### src/rtl/activation_backward.sv
// rtl/activation_backward.sv - backward gradient through sigmoid/tanh/binary/linear activations
module activation_backward #(
  parameter int DATA_W = 17,
  parameter int FRAC_W = 8
) (
  input  logic                     clk,
  input  logic                     rst_n,
  input  logic                     in_valid,
  output logic                     in_ready,
  input  logic [1:0]               in_mode,
  input  logic signed [DATA_W-1:0] in_act,
  input  logic signed [DATA_W-1:0] in_grad,
  output logic                     out_valid,
  input  logic                     out_ready,
  output logic signed [DATA_W-1:0] out_grad,
  output logic                     out_sat
);

  // Magnitudes carry DATA_W-1 bits; a full product needs twice that.
  localparam int MW = DATA_W - 1;
  localparam int PW = 2 * MW;
  localparam int CW = $clog2(MW);
  localparam logic [CW-1:0]            LAST      = CW'(MW - 1);
  localparam logic [MW-1:0]            MAX_MAG   = '1;
  localparam logic [MW-1:0]            ONE_MAG   = MW'(1) << FRAC_W;
  localparam logic signed [DATA_W-1:0] ONE_S     = DATA_W'(1) << FRAC_W;
  localparam logic signed [DATA_W-1:0] NEG_ONE_S = -ONE_S;
  localparam logic signed [DATA_W-1:0] MIN_S     = {1'b1, {MW{1'b0}}};

  typedef enum logic [1:0] {IDLE, MUL1, MUL2, DONE} state_t;

  state_t state, state_next;

  logic [1:0]               mode_q;
  logic signed [DATA_W-1:0] grad_q;
  logic [PW-1:0]            acc;
  logic [PW-1:0]            mcand;
  logic [MW-1:0]            mplier;
  logic [CW-1:0]            cnt;
  logic                     neg;

  logic signed [DATA_W-1:0] sig_a, tanh_a, d_direct;
  logic [MW-1:0]            mul1_a, mul1_b;
  logic [PW-1:0]            acc_next, prod_shift;
  logic                     prod_sat, step_last;
  logic [MW-1:0]            prod_mag, d_mul1;
  logic [DATA_W-1:0]        res_ext, res_signed;

  // The most negative word has no positive twin, so it maps to the largest magnitude.
  function automatic logic [MW-1:0] mag_of(input logic signed [DATA_W-1:0] x);
    logic [DATA_W-1:0] n;
    n = -x;
    if (x == MIN_S)
      mag_of = MAX_MAG;
    else if (x[DATA_W-1])
      mag_of = n[MW-1:0];
    else
      mag_of = x[MW-1:0];
  endfunction

  assign in_ready  = rst_n && (state == IDLE);
  assign out_valid = (state == DONE);

  // Clamp the incoming activation and pick the operands of the first multiply.
  always_comb begin
    sig_a = in_act;
    if (in_act[DATA_W-1])
      sig_a = '0;
    else if (in_act > ONE_S)
      sig_a = ONE_S;
    tanh_a = in_act;
    if (in_act > ONE_S)
      tanh_a = ONE_S;
    else if (in_act < NEG_ONE_S)
      tanh_a = NEG_ONE_S;
    if (in_mode == 2'd0) begin
      mul1_a = sig_a[MW-1:0];
      mul1_b = ONE_MAG - sig_a[MW-1:0];
    end else begin
      mul1_a = mag_of(tanh_a);
      mul1_b = mag_of(tanh_a);
    end
    if (in_mode == 2'd2)
      d_direct = (mag_of(in_act) <= ONE_MAG) ? ONE_S : '0;
    else
      d_direct = in_act;
  end

  // One shift-add step, plus the scaled/saturated view used on the last step.
  always_comb begin
    acc_next   = acc + (mplier[0] ? mcand : '0);
    prod_shift = acc_next >> FRAC_W;
    prod_sat   = |prod_shift[PW-1:MW];
    prod_mag   = prod_sat ? MAX_MAG : prod_shift[MW-1:0];
    step_last  = (cnt == LAST);
    d_mul1     = (mode_q == 2'd1) ? (ONE_MAG - prod_mag) : prod_mag;
    res_ext    = {1'b0, prod_mag};
    res_signed = (neg && (prod_mag != '0)) ? -res_ext : res_ext;
  end

  // State register.
  always_ff @(posedge clk or negedge rst_n) begin
    if (!rst_n)
      state <= IDLE;
    else
      state <= state_next;
  end

  // Next-state logic.
  always_comb begin
    state_next = state;
    case (state)
      IDLE: if (in_valid) state_next = in_mode[1] ? MUL2 : MUL1;
      MUL1: if (step_last) state_next = MUL2;
      MUL2: if (step_last) state_next = DONE;
      DONE: if (out_ready) state_next = IDLE;
      default: state_next = IDLE;
    endcase
  end

  // Datapath: capture on accept, iterate the multiplier, publish the result.
  always_ff @(posedge clk or negedge rst_n) begin
    if (!rst_n) begin
      mode_q   <= '0;
      grad_q   <= '0;
      acc      <= '0;
      mcand    <= '0;
      mplier   <= '0;
      cnt      <= '0;
      neg      <= 1'b0;
      out_grad <= '0;
      out_sat  <= 1'b0;
    end else begin
      case (state)
        IDLE: begin
          if (in_valid) begin
            mode_q  <= in_mode;
            grad_q  <= in_grad;
            out_sat <= 1'b0;
            acc     <= '0;
            cnt     <= '0;
            if (in_mode[1]) begin
              mcand  <= PW'(mag_of(in_grad));
              mplier <= mag_of(d_direct);
              neg    <= in_grad[DATA_W-1] ^ d_direct[DATA_W-1];
            end else begin
              mcand  <= PW'(mul1_a);
              mplier <= mul1_b;
              neg    <= 1'b0;
            end
          end
        end
        MUL1: begin
          if (step_last) begin
            acc     <= '0;
            cnt     <= '0;
            mcand   <= PW'(mag_of(grad_q));
            mplier  <= d_mul1;
            neg     <= grad_q[DATA_W-1];
            out_sat <= out_sat | prod_sat;
          end else begin
            acc    <= acc_next;
            mcand  <= mcand << 1;
            mplier <= mplier >> 1;
            cnt    <= cnt + 1'b1;
          end
        end
        MUL2: begin
          if (step_last) begin
            out_grad <= res_signed;
            out_sat  <= out_sat | prod_sat;
          end else begin
            acc    <= acc_next;
            mcand  <= mcand << 1;
            mplier <= mplier >> 1;
            cnt    <= cnt + 1'b1;
          end
        end
        default: ;
      endcase
    end
  end

endmodule

### config.mk
export PLATFORM = sky130hd
export DESIGN_NAME = activation_backward
export DESIGN_NICKNAME = d
export VERILOG_FILES = /design/src/rtl/activation_backward.sv
export SDC_FILE = /design/constraint.sdc
export NUM_CORES = 1
export LEC_CHECK = 0
export BUFFER_PORTS_ARGS = -buffer_cell sky130_fd_sc_hd__buf_2
export CAP_MARGIN = 5
export CORE_UTILIZATION = 45
export CTS_CLUSTER_SIZE = 28
export DETAILED_ROUTE_END_ITERATION = 8
export SLEW_MARGIN = 20
export SYNTH_ARGS = -nofsm -noshare
export SYNTH_HDL_FRONTEND = slang
export SYNTH_SLANG_ARGS = --single-unit
### constraint.sdc
create_clock -name clk -period 5 [get_ports clk]
set_input_delay 0.25 -clock clk [delete_from_list [all_inputs] [get_ports clk]]
set_output_delay 0.25 -clock clk [all_outputs]
set_load 0.005 [all_outputs]
==> reports/qor.yml <==
run_status:
  status: "finished clean"
critical_path:
  cp_cell_sequence: "and2_4 -> ha_1 -> a21oi_1 -> nand4b_1 -> a211o_1 -> a2111oi_4 -> buf_4 -> mux2i_2 -> a211oi_2 -> nand4_2 -> or3_4 -> inv_2 -> ha_4 -> o211ai_1 -> nand3b_4 -> a21oi_4 -> nand2_2 -> or4_4 -> and3_1 -> o21ai_1"
  path_max_fanout: 8
  crit_arrival_ps: 5250
  crit_type: "reg2reg"
  r2r_end: "mplier[14]"
  start_kind: "register"
  r2r-start: "mplier[0]"
  worstPathRequired_ps: 5360
  cpPeakStageDelay_ps: 530
  reg2reg_slack_ps: 110
  cp-end-kind: "register"
  cp_slowest_cell: "or4_4"
  ff2ff_path_depth: 20
final_layout:
  seq_area_mm2: 0.00311
  fin_area_mm2: 0.0131
  nFillCells: 2328
  area_delta_synth_final_pct: 15.8
  multi_input_area_mm2: 0.00794
  nets: 1648
  antennaDiodeCount: 0
  drive_gt1_share_pct: 16.8
clocking:
  htree_levels: 4
  clkLatencyLatePin_ps: 440
  cts.sinks: 124
  cts_buffers: 17
  cts_tree: "done"
  clk_path_buf_depth: 2
  cts.clk_slew.worst_paths_ps: 70
  clockRootBuffer: "clkbuf_16"
place:
  portBuffers: 59
  post_dp_cell_area_mm2: 0.0120
  gp_congestion: 0.926
  dp_hpwl_um: 28400
drt:
  drcViolationCount: 0
  antenna_left: 0
  viasPerCell: 6.23
  vias: 11800
  drt-total-wl_um: 39300
  first_pass_iters: 6
  dr.first_iter.drc_count: 1102
  wl_per_cell_um: 20.7
floorplan:
  ios: 60
  rows: 57
  dieArea_mm2: 0.0257
  core-area_mm2: 0.0245
  chipHeight_um: 160
  start_util_pct: 46.2
  fp.dieW_um: 160
sta:
  fmax_ghz: 0.205
  fin_crit_sh_pct: 97.8
  setup_viol: 0
  fin_setup_tns_ps: 0
  drv_slew: 0
  min_period_ps: 4890
  slew_headroom_pct: 24.9
  worst_pin_slew_ps: 1120
  skew_ps: 13.7
  final_hold_viol_count: 0
power_and_ir_drop:
  pwr-share-clk_pct: 20.3
  p_leak_nw: 5.69
  p_int_mw: 3.35
  p_comb_share_pct: 55.3
  p_per_area_mw_per_mm2: 478
  switching_share_pct: 46.5
  finalPower_mw: 6.25
  seqPwrFrac_pct: 24.4
  max-vdd-ir-drop_mv: 0.269
  power.switching_mw: 2.91
grt:
  use_met2_pct: 48.8
  busiest_layer: "met2"
  groute.usage.overall_pct: 30.4
  overflow: 0
  met1_usage_pct: 41.7
  grt_max_degree: 77
  grt_pass1_wl_um: 61900
  grt_antenna_before_repair: 1
  met3_usage_pct: 5.14
  grt_pass1_vias: 11000
worst_hold_path:
  hold_path_end: "grad_q[5]"
  hold_depth: 2
  hold_class: "in2reg"
  hp-start: "in_grad[5]"
logic_synthesis:
  synth_area_mm2: 0.0113
  synth.area.top_cells: "dfrtp_1 (27%), nand2_1 (7.6%), o21ai_0 (6.2%), a21oi_1 (6.1%), ha_1 (5.0%)"
  synth_edf_count: 0
  yosys_warnings: 0
  synth_common_cells: "nand2_1 (230), o21ai_0 (141), a21oi_1 (137)"
  synth.distinct_cells: 78
  synth_top_cell_by_area: "dfrtp_1"
  synth_fp_nets: 1605
  syn_avg_cell_area_um2: 7.44
  seq_area_frac_synth_pct: 27.5
  ys_ff_latch: 124
  synth_flop_cell: "dfrtp_1"
  synthArstFlopShare_pct: 100
  synthesis.instances: 1519
  synth.most_common_cell: "nand2_1"
  synth.top_cell.area_share_pct: 27.5
flow_run:
  cap_violations: 0
-- through the flow --
stage	worst slack, ps	hold WS, ps	utilization, %	instances
floorplan	164	-45.6	-	1519
global placement	-54.1	335	49.1	1847
detailed placement	-147	340	49.1	1847
CTS	58.6	82.5	51.7	1881
global route	-124	85.5	53.5	1899
finish	112	92.5	53.5	1899
-- placed cells by master, fill, tap and decap left out, types with 15 or more instances in the layout --
master / count
xnor2_1: 38
mux2_2: 19
a21o_1: 19
buf_4: 74
xor2_1: 35
nand2_1: 226
a221oi_1: 18
nand3_1: 48
ha_1: 31
or3_1: 15
dfrtp_1: 122
o21ai_0: 138
inv_1: 21
mux2i_1: 16
a211oi_1: 20
a21oi_1: 129
buf_2: 58
nand4_1: 21
o31ai_1: 17
nor2_1: 112
clkbuf_16: 19
a31oi_1: 16
and2_1: 48
nor3_1: 40
-- flip-flops by register name (all words and copies together), names as in the netlist --
name	count
grad_q	17
acc	32
out_sat	1
state	2
mplier	16
mcand	32
cnt	4
out_grad	17
mode_q	2
neg	1
-- logic make-up (layout without fill, tap and decap cells) --
logic type	count (synthesis)	count (layout)	share of synthesized area, %
AOI/OAI and AO/OA	500	500	28.1
xor gates and xnor gates	75	75	5.81
adders and majority gates	46	46	5.16
buffers and inverters	136	192	4.66
DFF	124	124	27.5
muxes	36	36	3.40
and+or+nand+nor	602	602	25.4
-- worst max-delay path, delay by kind of cell (launching register included) --
kind | cells | cell delay, ps
AND/OR/NAND/NOR | 8 | 2070
AO/OA/AOI/OAI | 7 | 1460
flip-flops | 1 | 500
adder cells (fa/ha/maj) | 2 | 420
buffers and inverters | 2 | 290
multiplexers | 1 | 80
-- timing repair --
action / in CTS / in global routing
endpoints found under the hold margin: 74 / 0
gates cloned: 0 / 2
resized for setup: 3 / 62
setup endpoints to repair: 18 / 21
hold buffers: 1 / 0
buffers inserted: 1 / 16
pin swaps: 1 / 25
-- power groups by stage --
stage	Sequential (mW)	Combinational (mW)	Clock, mW
2_1_floorplan	1.39	2.18	0
6_report	1.53	3.46	1.27
4_1_cts	1.50	3.11	1.28
3_3_place_gp	1.51	3.04	0
5_1_grt	1.56	3.76	1.32
3_5_place_dp	1.52	3.08	0
-- layer usage --
metal | up-vias | wire length (um)
li1 | 5612 | -
met1 | 5678 | 17200
met2 | 480 | 18400
met3 | 68 | 2590
met4 | 0 | 1040
met5 | - | 0
-- worst max path at each step --
stage	from	end	cells past startpoint
after floorplan	mplier[0]	mplier[14]	21
after global placement	mplier[0]	out_grad[15]	22
after detailed placement	mplier[0]	out_grad[2]	22
after CTS	mplier[0]	out_grad[2]	22
after global routing	mplier[0]	mplier[14]	20
final	mplier[0]	mplier[14]	20
-- cell type report --
| cell class | instances | area share (%) |
|---|---|---|
| clock buffer | 18 | 3.36 |
| timing repair buffer | 138 | 7.32 |
| inverter | 22 | 0.631 |
| tap | 324 | 3.10 |
| clock inverter | 14 | 1.13 |
| sequential | 124 | 23.7 |
| multi-input combinational | 1259 | 60.7 |
(Power assumes the default switching activity.)
